$ cat src/rtl/collision_scheduler_if.sv
// rtl/collision_scheduler_if.sv - handshake bundle between the frame scheduler and the collision engine
interface collision_scheduler_if #(
    parameter int POSITION_SIZE = 15,
    parameter int VELOCITY_SIZE = 10,
    parameter int FORCE_SIZE    = 8
);
    logic                            eng_begin_out;
    logic signed [POSITION_SIZE-1:0] eng_pos_x_out;
    logic signed [POSITION_SIZE-1:0] eng_pos_y_out;
    logic signed [VELOCITY_SIZE-1:0] eng_vel_x_out;
    logic signed [VELOCITY_SIZE-1:0] eng_vel_y_out;
    logic                            eng_result_in;
    logic signed [POSITION_SIZE-1:0] eng_new_pos_x_in;
    logic signed [POSITION_SIZE-1:0] eng_new_pos_y_in;
    logic signed [VELOCITY_SIZE-1:0] eng_new_vel_x_in;
    logic signed [VELOCITY_SIZE-1:0] eng_new_vel_y_in;
    logic signed [FORCE_SIZE-1:0]    eng_force_x_in;
    logic signed [FORCE_SIZE-1:0]    eng_force_y_in;

    modport master (
        output eng_begin_out, eng_pos_x_out, eng_pos_y_out, eng_vel_x_out, eng_vel_y_out,
        input  eng_result_in, eng_new_pos_x_in, eng_new_pos_y_in,
               eng_new_vel_x_in, eng_new_vel_y_in, eng_force_x_in, eng_force_y_in
    );

    modport slave (
        input  eng_begin_out, eng_pos_x_out, eng_pos_y_out, eng_vel_x_out, eng_vel_y_out,
        output eng_result_in, eng_new_pos_x_in, eng_new_pos_y_in,
               eng_new_vel_x_in, eng_new_vel_y_in, eng_force_x_in, eng_force_y_in
    );
endinterface

$ cat src/rtl/collision_scheduler.sv
// rtl/collision_scheduler.sv - sequences each stored mass point through the collision engine once per frame
// and accumulates the returned contact forces.
module collision_scheduler #(
    parameter int NUM_POINTS     = 8,
    parameter int POSITION_SIZE  = 15,
    parameter int VELOCITY_SIZE  = 10,
    parameter int FORCE_SIZE     = 8,
    parameter int TIMEOUT_CYCLES = 1024
) (
    input  logic                                              clk_in,
    input  logic                                              rst_in,
    input  logic                                              frame_start_in,
    input  logic                                              load_valid_in,
    input  logic        [$clog2(NUM_POINTS)-1:0]              load_idx_in,
    input  logic signed [POSITION_SIZE-1:0]                   load_pos_x_in,
    input  logic signed [POSITION_SIZE-1:0]                   load_pos_y_in,
    input  logic signed [VELOCITY_SIZE-1:0]                   load_vel_x_in,
    input  logic signed [VELOCITY_SIZE-1:0]                   load_vel_y_in,
    collision_scheduler_if.master                             eng_if,
    input  logic        [$clog2(NUM_POINTS)-1:0]              rd_idx_in,
    output logic signed [POSITION_SIZE-1:0]                   rd_pos_x_out,
    output logic signed [POSITION_SIZE-1:0]                   rd_pos_y_out,
    output logic signed [FORCE_SIZE+$clog2(NUM_POINTS)-1:0]   acc_force_x_out,
    output logic signed [FORCE_SIZE+$clog2(NUM_POINTS)-1:0]   acc_force_y_out,
    output logic                                              busy_out,
    output logic                                              frame_done_out,
    output logic                                              timeout_err_out,
    output logic                                              overrun_err_out
);
    localparam int IW = $clog2(NUM_POINTS);
    localparam int AW = FORCE_SIZE + IW;
    localparam int CW = $clog2(TIMEOUT_CYCLES + 1);
    localparam logic [IW-1:0] IDX_LAST = IW'(NUM_POINTS - 1);
    localparam logic [CW-1:0] CNT_LAST = CW'(TIMEOUT_CYCLES - 1);

    typedef enum logic [1:0] {IDLE, ISSUE, WAIT, DONE} state_t;

    state_t                     state_q, state_d;
    logic [IW-1:0]              idx_q, idx_d;
    logic [CW-1:0]              cnt_q, cnt_d;
    logic signed [POSITION_SIZE-1:0] pos_x_q [NUM_POINTS];
    logic signed [POSITION_SIZE-1:0] pos_y_q [NUM_POINTS];
    logic signed [VELOCITY_SIZE-1:0] vel_x_q [NUM_POINTS];
    logic signed [VELOCITY_SIZE-1:0] vel_y_q [NUM_POINTS];
    logic signed [AW-1:0]       acc_x_q, acc_y_q;
    logic signed [POSITION_SIZE-1:0] eng_pos_x_q, eng_pos_y_q;
    logic signed [VELOCITY_SIZE-1:0] eng_vel_x_q, eng_vel_y_q;
    logic                       timeout_q, overrun_q;
    logic                       start, take, expire, fetch, load_en, bypass;

    always_comb begin
        state_d = state_q;
        idx_d   = idx_q;
        cnt_d   = cnt_q;
        start   = 1'b0;
        take    = 1'b0;
        expire  = 1'b0;
        fetch   = 1'b0;
        load_en = load_valid_in && (state_q == IDLE);
        case (state_q)
            IDLE: begin
                if (frame_start_in) begin
                    start   = 1'b1;
                    fetch   = 1'b1;
                    idx_d   = '0;
                    state_d = ISSUE;
                end
            end
            ISSUE: begin
                cnt_d   = '0;
                state_d = WAIT;
            end
            WAIT: begin
                // the first WAIT cycle may still see the previous point's result level
                take   = eng_if.eng_result_in && (cnt_q != '0);
                expire = !take && (cnt_q == CNT_LAST);
                cnt_d  = cnt_q + 1'b1;
                if (take || expire) begin
                    if (idx_q == IDX_LAST) begin
                        state_d = DONE;
                    end else begin
                        idx_d   = idx_q + 1'b1;
                        fetch   = 1'b1;
                        state_d = ISSUE;
                    end
                end
            end
            DONE:    state_d = IDLE;
            default: state_d = IDLE;
        endcase
        // a load landing on the same edge as frame start must reach the engine copy
        bypass = load_en && (load_idx_in == idx_d);
    end

    always_ff @(posedge clk_in or negedge rst_in) begin
        if (!rst_in) begin
            state_q     <= IDLE;
            idx_q       <= '0;
            cnt_q       <= '0;
            acc_x_q     <= '0;
            acc_y_q     <= '0;
            eng_pos_x_q <= '0;
            eng_pos_y_q <= '0;
            eng_vel_x_q <= '0;
            eng_vel_y_q <= '0;
            timeout_q   <= 1'b0;
            overrun_q   <= 1'b0;
            for (int i = 0; i < NUM_POINTS; i++) begin
                pos_x_q[i] <= '0;
                pos_y_q[i] <= '0;
                vel_x_q[i] <= '0;
                vel_y_q[i] <= '0;
            end
        end else begin
            state_q <= state_d;
            idx_q   <= idx_d;
            cnt_q   <= cnt_d;
            if (load_en) begin
                pos_x_q[load_idx_in] <= load_pos_x_in;
                pos_y_q[load_idx_in] <= load_pos_y_in;
                vel_x_q[load_idx_in] <= load_vel_x_in;
                vel_y_q[load_idx_in] <= load_vel_y_in;
            end
            if (take) begin
                pos_x_q[idx_q] <= eng_if.eng_new_pos_x_in;
                pos_y_q[idx_q] <= eng_if.eng_new_pos_y_in;
                vel_x_q[idx_q] <= eng_if.eng_new_vel_x_in;
                vel_y_q[idx_q] <= eng_if.eng_new_vel_y_in;
                acc_x_q <= acc_x_q + {{IW{eng_if.eng_force_x_in[FORCE_SIZE-1]}}, eng_if.eng_force_x_in};
                acc_y_q <= acc_y_q + {{IW{eng_if.eng_force_y_in[FORCE_SIZE-1]}}, eng_if.eng_force_y_in};
            end
            if (start) begin
                acc_x_q <= '0;
                acc_y_q <= '0;
            end
            if (fetch) begin
                eng_pos_x_q <= bypass ? load_pos_x_in : pos_x_q[idx_d];
                eng_pos_y_q <= bypass ? load_pos_y_in : pos_y_q[idx_d];
                eng_vel_x_q <= bypass ? load_vel_x_in : vel_x_q[idx_d];
                eng_vel_y_q <= bypass ? load_vel_y_in : vel_y_q[idx_d];
            end
            if (expire) timeout_q <= 1'b1;
            if (frame_start_in && (state_q != IDLE)) overrun_q <= 1'b1;
        end
    end

    assign eng_if.eng_begin_out = (state_q == ISSUE);
    assign eng_if.eng_pos_x_out = eng_pos_x_q;
    assign eng_if.eng_pos_y_out = eng_pos_y_q;
    assign eng_if.eng_vel_x_out = eng_vel_x_q;
    assign eng_if.eng_vel_y_out = eng_vel_y_q;

    assign rd_pos_x_out    = pos_x_q[rd_idx_in];
    assign rd_pos_y_out    = pos_y_q[rd_idx_in];
    assign acc_force_x_out = acc_x_q;
    assign acc_force_y_out = acc_y_q;
    assign busy_out        = (state_q != IDLE);
    assign frame_done_out  = (state_q == DONE);
    assign timeout_err_out = timeout_q;
    assign overrun_err_out = overrun_q;
endmodule

$ cat src/flat_wrapper.sv
// flat-port wrapper written by rule: the top's interface ports become plain ports
module collision_scheduler_flat 
#(
    parameter int NUM_POINTS     = 8,
    parameter int POSITION_SIZE  = 15,
    parameter int VELOCITY_SIZE  = 10,
    parameter int FORCE_SIZE     = 8,
    parameter int TIMEOUT_CYCLES = 1024
)
  (clk_in, rst_in, frame_start_in, load_valid_in, load_idx_in, load_pos_x_in, load_pos_y_in, load_vel_x_in, load_vel_y_in, rd_idx_in, rd_pos_x_out, rd_pos_y_out, acc_force_x_out, acc_force_y_out, busy_out, frame_done_out, timeout_err_out, overrun_err_out, eng_if_eng_begin_out, eng_if_eng_pos_x_out, eng_if_eng_pos_y_out, eng_if_eng_vel_x_out, eng_if_eng_vel_y_out, eng_if_eng_result_in, eng_if_eng_new_pos_x_in, eng_if_eng_new_pos_y_in, eng_if_eng_new_vel_x_in, eng_if_eng_new_vel_y_in, eng_if_eng_force_x_in, eng_if_eng_force_y_in);
  collision_scheduler_if #(.POSITION_SIZE(POSITION_SIZE), .VELOCITY_SIZE(VELOCITY_SIZE), .FORCE_SIZE(FORCE_SIZE)) eng_if_i ();
  input  logic clk_in;
  input  logic rst_in;
  input  logic frame_start_in;
  input  logic load_valid_in;
  input  logic        [$clog2(NUM_POINTS)-1:0] load_idx_in;
  input  logic signed [POSITION_SIZE-1:0] load_pos_x_in;
  input  logic signed [POSITION_SIZE-1:0] load_pos_y_in;
  input  logic signed [VELOCITY_SIZE-1:0] load_vel_x_in;
  input  logic signed [VELOCITY_SIZE-1:0] load_vel_y_in;
  input  logic        [$clog2(NUM_POINTS)-1:0] rd_idx_in;
  output logic signed [POSITION_SIZE-1:0] rd_pos_x_out;
  output logic signed [POSITION_SIZE-1:0] rd_pos_y_out;
  output logic signed [FORCE_SIZE+$clog2(NUM_POINTS)-1:0] acc_force_x_out;
  output logic signed [FORCE_SIZE+$clog2(NUM_POINTS)-1:0] acc_force_y_out;
  output logic busy_out;
  output logic frame_done_out;
  output logic timeout_err_out;
  output logic overrun_err_out;
  output wire logic [$bits(eng_if_i.eng_begin_out)-1:0] eng_if_eng_begin_out;
  output wire logic [$bits(eng_if_i.eng_pos_x_out)-1:0] eng_if_eng_pos_x_out;
  output wire logic [$bits(eng_if_i.eng_pos_y_out)-1:0] eng_if_eng_pos_y_out;
  output wire logic [$bits(eng_if_i.eng_vel_x_out)-1:0] eng_if_eng_vel_x_out;
  output wire logic [$bits(eng_if_i.eng_vel_y_out)-1:0] eng_if_eng_vel_y_out;
  input wire logic [$bits(eng_if_i.eng_result_in)-1:0] eng_if_eng_result_in;
  input wire logic [$bits(eng_if_i.eng_new_pos_x_in)-1:0] eng_if_eng_new_pos_x_in;
  input wire logic [$bits(eng_if_i.eng_new_pos_y_in)-1:0] eng_if_eng_new_pos_y_in;
  input wire logic [$bits(eng_if_i.eng_new_vel_x_in)-1:0] eng_if_eng_new_vel_x_in;
  input wire logic [$bits(eng_if_i.eng_new_vel_y_in)-1:0] eng_if_eng_new_vel_y_in;
  input wire logic [$bits(eng_if_i.eng_force_x_in)-1:0] eng_if_eng_force_x_in;
  input wire logic [$bits(eng_if_i.eng_force_y_in)-1:0] eng_if_eng_force_y_in;
  assign eng_if_eng_begin_out = eng_if_i.eng_begin_out;
  assign eng_if_eng_pos_x_out = eng_if_i.eng_pos_x_out;
  assign eng_if_eng_pos_y_out = eng_if_i.eng_pos_y_out;
  assign eng_if_eng_vel_x_out = eng_if_i.eng_vel_x_out;
  assign eng_if_eng_vel_y_out = eng_if_i.eng_vel_y_out;
  assign eng_if_i.eng_result_in = eng_if_eng_result_in;
  assign eng_if_i.eng_new_pos_x_in = eng_if_eng_new_pos_x_in;
  assign eng_if_i.eng_new_pos_y_in = eng_if_eng_new_pos_y_in;
  assign eng_if_i.eng_new_vel_x_in = eng_if_eng_new_vel_x_in;
  assign eng_if_i.eng_new_vel_y_in = eng_if_eng_new_vel_y_in;
  assign eng_if_i.eng_force_x_in = eng_if_eng_force_x_in;
  assign eng_if_i.eng_force_y_in = eng_if_eng_force_y_in;
  collision_scheduler #(.NUM_POINTS(NUM_POINTS), .POSITION_SIZE(POSITION_SIZE), .VELOCITY_SIZE(VELOCITY_SIZE), .FORCE_SIZE(FORCE_SIZE), .TIMEOUT_CYCLES(TIMEOUT_CYCLES)) u_core (.clk_in(clk_in), .rst_in(rst_in), .frame_start_in(frame_start_in), .load_valid_in(load_valid_in), .load_idx_in(load_idx_in), .load_pos_x_in(load_pos_x_in), .load_pos_y_in(load_pos_y_in), .load_vel_x_in(load_vel_x_in), .load_vel_y_in(load_vel_y_in), .eng_if(eng_if_i), .rd_idx_in(rd_idx_in), .rd_pos_x_out(rd_pos_x_out), .rd_pos_y_out(rd_pos_y_out), .acc_force_x_out(acc_force_x_out), .acc_force_y_out(acc_force_y_out), .busy_out(busy_out), .frame_done_out(frame_done_out), .timeout_err_out(timeout_err_out), .overrun_err_out(overrun_err_out));
endmodule
$ cat config.mk
export PLATFORM = sky130hd
export DESIGN_NAME = collision_scheduler_flat
export DESIGN_NICKNAME = d
export VERILOG_FILES = /design/src/rtl/collision_scheduler_if.sv /design/src/rtl/collision_scheduler.sv /design/src/flat_wrapper.sv
export SDC_FILE = /design/constraint.sdc
export NUM_CORES = 1
export LEC_CHECK = 0
export ABC_CLOCK_PERIOD_IN_PS = 3100
export CAP_MARGIN = 40
export CORE_ASPECT_RATIO = 0.9
export CORE_UTILIZATION = 40
export CTS_CLUSTER_DIAMETER = 60
export DETAILED_ROUTE_END_ITERATION = 12
export PLACE_DENSITY = 0.7
export SLEW_MARGIN = 15
export SYNTH_ARGS = -nofsm -noshare
export SYNTH_HDL_FRONTEND = slang
export SYNTH_SLANG_ARGS = --single-unit
$ cat constraint.sdc
create_clock -name clk_in -period 3.1 [get_ports clk_in]
set_input_delay 0.31 -clock clk_in [delete_from_list [all_inputs] [get_ports clk_in]]
set_output_delay 0.31 -clock clk_in [all_outputs]
set_load 0.01 [all_outputs]
==> impl_metrics.tcl <==
set metrics [dict create \
    critPathArrivalTime_ns 3.46 \
    setup_violations 0 \
    met1Wirelength_um 42500 \
    gp_congestion 0.828 \
    yosysMostFrequentCell "nand2_1" \
    min_path_type "primary input to asynchronous set/reset pin" \
    ys_async_sr_fraction_pct 100 \
    slowest_stage "or4b_4" \
    synthCells 3336 \
    worst_pin_slew_ns 0.734 \
    dpl_cell_area_mm2 0.0334 \
    setup-tns-final_ns 0 \
    ys_warn_count 0 \
    yosysSeqAreaShare_pct 41.0 \
    die-area_mm2 0.0759 \
    cp_common_cell "buf_4" \
    fin_util_pct 48.7 \
    drc_errors 0 \
    drt-wirelength-per-cell_um 23.0 \
    routed_wl_um 101000 \
    antenna_found_initial 7 \
    dp_slack_ns 0.0236 \
    stdcell_area_mm2 0.0358 \
    rsz0062_at_grt "no" \
    met3RoutedLength_um 8180 \
    period_minus_slack_ns 2.97 \
    syn_nets 3492 \
    fin_crit_sh_pct 95.8 \
    clock_path_buffers 3 \
    synth_area_mm2 0.0299 \
    p_leak_nw 14.6 \
    ant_nets 0 \
    drtIter0Drc 2809 \
    firstDrtPassIters 6 \
    crit_path_max_incr_delay_ns 0.48 \
    multi_input_area_mm2 0.0161 \
    cp-end-kind "flip-flop" \
    synth-edff-count 0 \
    hold_viol_final 0 \
    dieWidth_um 290 \
    h-tree-depth 2 \
    area_growth_pct 19.6 \
    path_max_fanout 84 \
    maxCapViolations 0 \
    cellPowerDensity_mw_per_mm2 915 \
    grt_overflow_total 0 \
    fin_nets 3531 \
    vias_per_cell 5.91 \
    required_ns 3.59 \
    grt_pass1_wl_um 154000 \
    cp-start-kind "flip-flop" \
    status "finished clean" \
    max_freq_mhz 337 \
    die_h_um 262 \
    cts_buffers 60 \
    yosysUniqueCellTypes 66 \
    slew_headroom_pct 51.0 \
    synth_common_cells "nand2_1 (639), dfrtp_1 (490), mux2i_1 (402), a21oi_1 (260), clkbuf_1 (239)" \
    grt_max_degree 202 \
    wl_met2_um 47000 \
    io_pins 234 \
    dr.max_layer_used "met5" \
    drive_gt1_share_pct 12.8 \
    synthTopCellsByArea "dfrtp_1 (41%), mux2i_1 (13%), nand2_1 (8.0%)" \
    slew_viol_final 0 \
    clock-sinks 490 \
    synthFlopType "dfrtp_1" \
    worstSkewPairLatency_ns 0.63 \
    vdd_ir_drop_max_uv 803 \
    worstRegToRegCells 13 \
    hold_ws_ns 0.216 \
    seqCellArea_mm2 0.0123 \
    dp_hpwl_um 59600 \
    clk_pin_slew_worst_paths_ns 0.06 \
    fill_cells 6736 \
    cp_cell_sequence "inv_1 > ha_1 > or4b_4 > o41ai_4 > buf_4 > buf_4 > nor2_1 > buf_4 > nand2_1 > nor3_2 > buf_12 > nand2_1 > o21ai_0" \
    vias 25946 \
    start_util_pct 40.7 \
    grt_pass1_vias 24834 \
    core.rowCount 94 \
    worstSetupPathType "flip-flop to flip-flop" \
    root_buffer "clkbuf_16" \
    cts_tree "built" \
    syn_avg_cell_area_um2 8.97 \
    core_mm2 0.0735 \
    port_buffers 233 \
    fin_skew_ns 0.0183 \
    synth_top_area_cell "dfrtp_1" \
    ys_seq_elements 490 \
    setup_ws_ns 0.131 \
    synth_top_area_share_pct 41.0 \
    gr-usage-all-layers_pct 25.9 \
]
through the flow:
step | power, mW | cells
2_1_floorplan | 19.8 | 3336
3_3_place_gp | 24.5 | 4268
3_5_place_dp | 24.9 | 4269
4_1_cts | 32.6 | 4383
5_1_grt | 34.7 | 4388
6_report | 32.7 | 4390
placed cells by master, fill, tap and decap left out, types with 5 or more instances in the layout:
| cell type | n |
|---|---|
| a211oi_1 | 6 |
| a21o_1 | 5 |
| a21oi_1 | 259 |
| a21oi_2 | 21 |
| a22oi_2 | 49 |
| a31oi_1 | 101 |
| buf_12 | 54 |
| buf_4 | 55 |
| buf_6 | 5 |
| bufinv_16 | 8 |
| clkbuf_1 | 5 |
| clkbuf_16 | 62 |
| clkbuf_8 | 14 |
| clkdlybuf4s50_1 | 229 |
| clkinv_2 | 16 |
| dfrtp_1 | 490 |
| ha_1 | 27 |
| inv_1 | 24 |
| inv_6 | 5 |
| mux2_2 | 30 |
| mux2i_1 | 401 |
| mux4_2 | 60 |
| nand2_1 | 635 |
| nand2b_1 | 52 |
| nand3_1 | 171 |
| nand4_1 | 8 |
| nor2_1 | 226 |
| nor2_4 | 6 |
| nor2b_1 | 5 |
| nor3_1 | 10 |
| o21ai_0 | 223 |
| o41ai_1 | 44 |
| o41ai_2 | 8 |
| or3_1 | 6 |
final timing paths:
check / start / end / slack [ns]
setup / recovery: u_core.cnt_q[0] / u_core.vel_y_q[32] / 0.13
max in group asynchronous: rst_in / u_core.eng_if.eng_pos_x_out[0] / 2.06
hold / removal: rst_in / u_core.vel_x_q[15] / 0.22
min in group clk_in: eng_if_eng_new_pos_x_in[11] / u_core.pos_x_q[116] / 0.45
hold reg to reg: u_core.overrun_err_out / u_core.overrun_err_out / 0.46
setup reg to reg: u_core.cnt_q[0] / u_core.vel_y_q[32] / 0.13
sequential cells by signal (all words and copies together), names as in the netlist:
signal                       cells
u_core.state_q                   2
u_core.pos_x_q                 120
u_core.cnt_q                    11
u_core.overrun_err_out           1
u_core.vel_x_q                  80
u_core.timeout_err_out           1
u_core.eng_if.eng_vel_y_out     10
u_core.eng_if.eng_pos_x_out     15
u_core.eng_if.eng_pos_y_out     15
u_core.pos_y_q                 120
u_core.idx_q                     3
u_core.acc_force_x_out          11
u_core.acc_force_y_out          11
u_core.vel_y_q                  80
u_core.eng_if.eng_vel_x_out     10
cell type report:
| type | instances | share of cell area [%] |
|---|---|---|
| multi-input cells | 2444 | 45.0 |
| flip-flops and latches | 490 | 34.3 |
| repair buffers | 352 | 11.1 |
| clock buffers | 80 | 4.85 |
| well taps | 960 | 3.36 |
| clock inverters | 33 | 1.11 |
| inverters | 27 | 0.304 |
| diodes | 4 | 0.0280 |
repair_timing:
item / CTS / global route
setup buffers: 0 / 2
hold buffers: 1 / 0
hold endpoints to repair: 47 / 0
endpoints found under the setup margin: 0 / 50
resized for setup: 0 / 29
logic make-up after synthesis:
group	after synthesis	share of synthesized area (%)
and+or+nand+nor	1155	16.3
AOI/OAI and AO/OA	757	16.0
muxes	492	19.1
DFF	490	41.0
buffers and inverters	402	6.08
adders and majority gates	29	1.26
xor gates and xnor gates	11	0.372
worst max-delay path: cells and delay by family, from the launching register on:
family                   cells  cell delay [ns]
buffers and inverters        5             0.79
flip-flops                   1             0.37
AO/OA/AOI/OAI                2             0.52
adder cells (fa/ha/maj)      1             0.14
AND/OR/NAND/NOR              5             0.89
routing by layer:
| metal | up-vias | GRT usage (%) |
|---|---|---|
| li1 | 11787 | - |
| met1 | 12689 | 35.3 |
| met2 | 1242 | 42.2 |
| met3 | 222 | 3.90 |
| met4 | 6 | 8.95 |
| met5 | - | 0 |
report_power, final:
| group | total (mW) | internal, mW | switching (mW) |
|---|---|---|---|
| combinational | 13.4 | 6.51 | 6.93 |
| clock | 7.58 | 4.60 | 2.98 |
| sequential | 11.7 | 9.38 | 2.34 |
No activity file was read; power rests on OpenSTA's default activity.
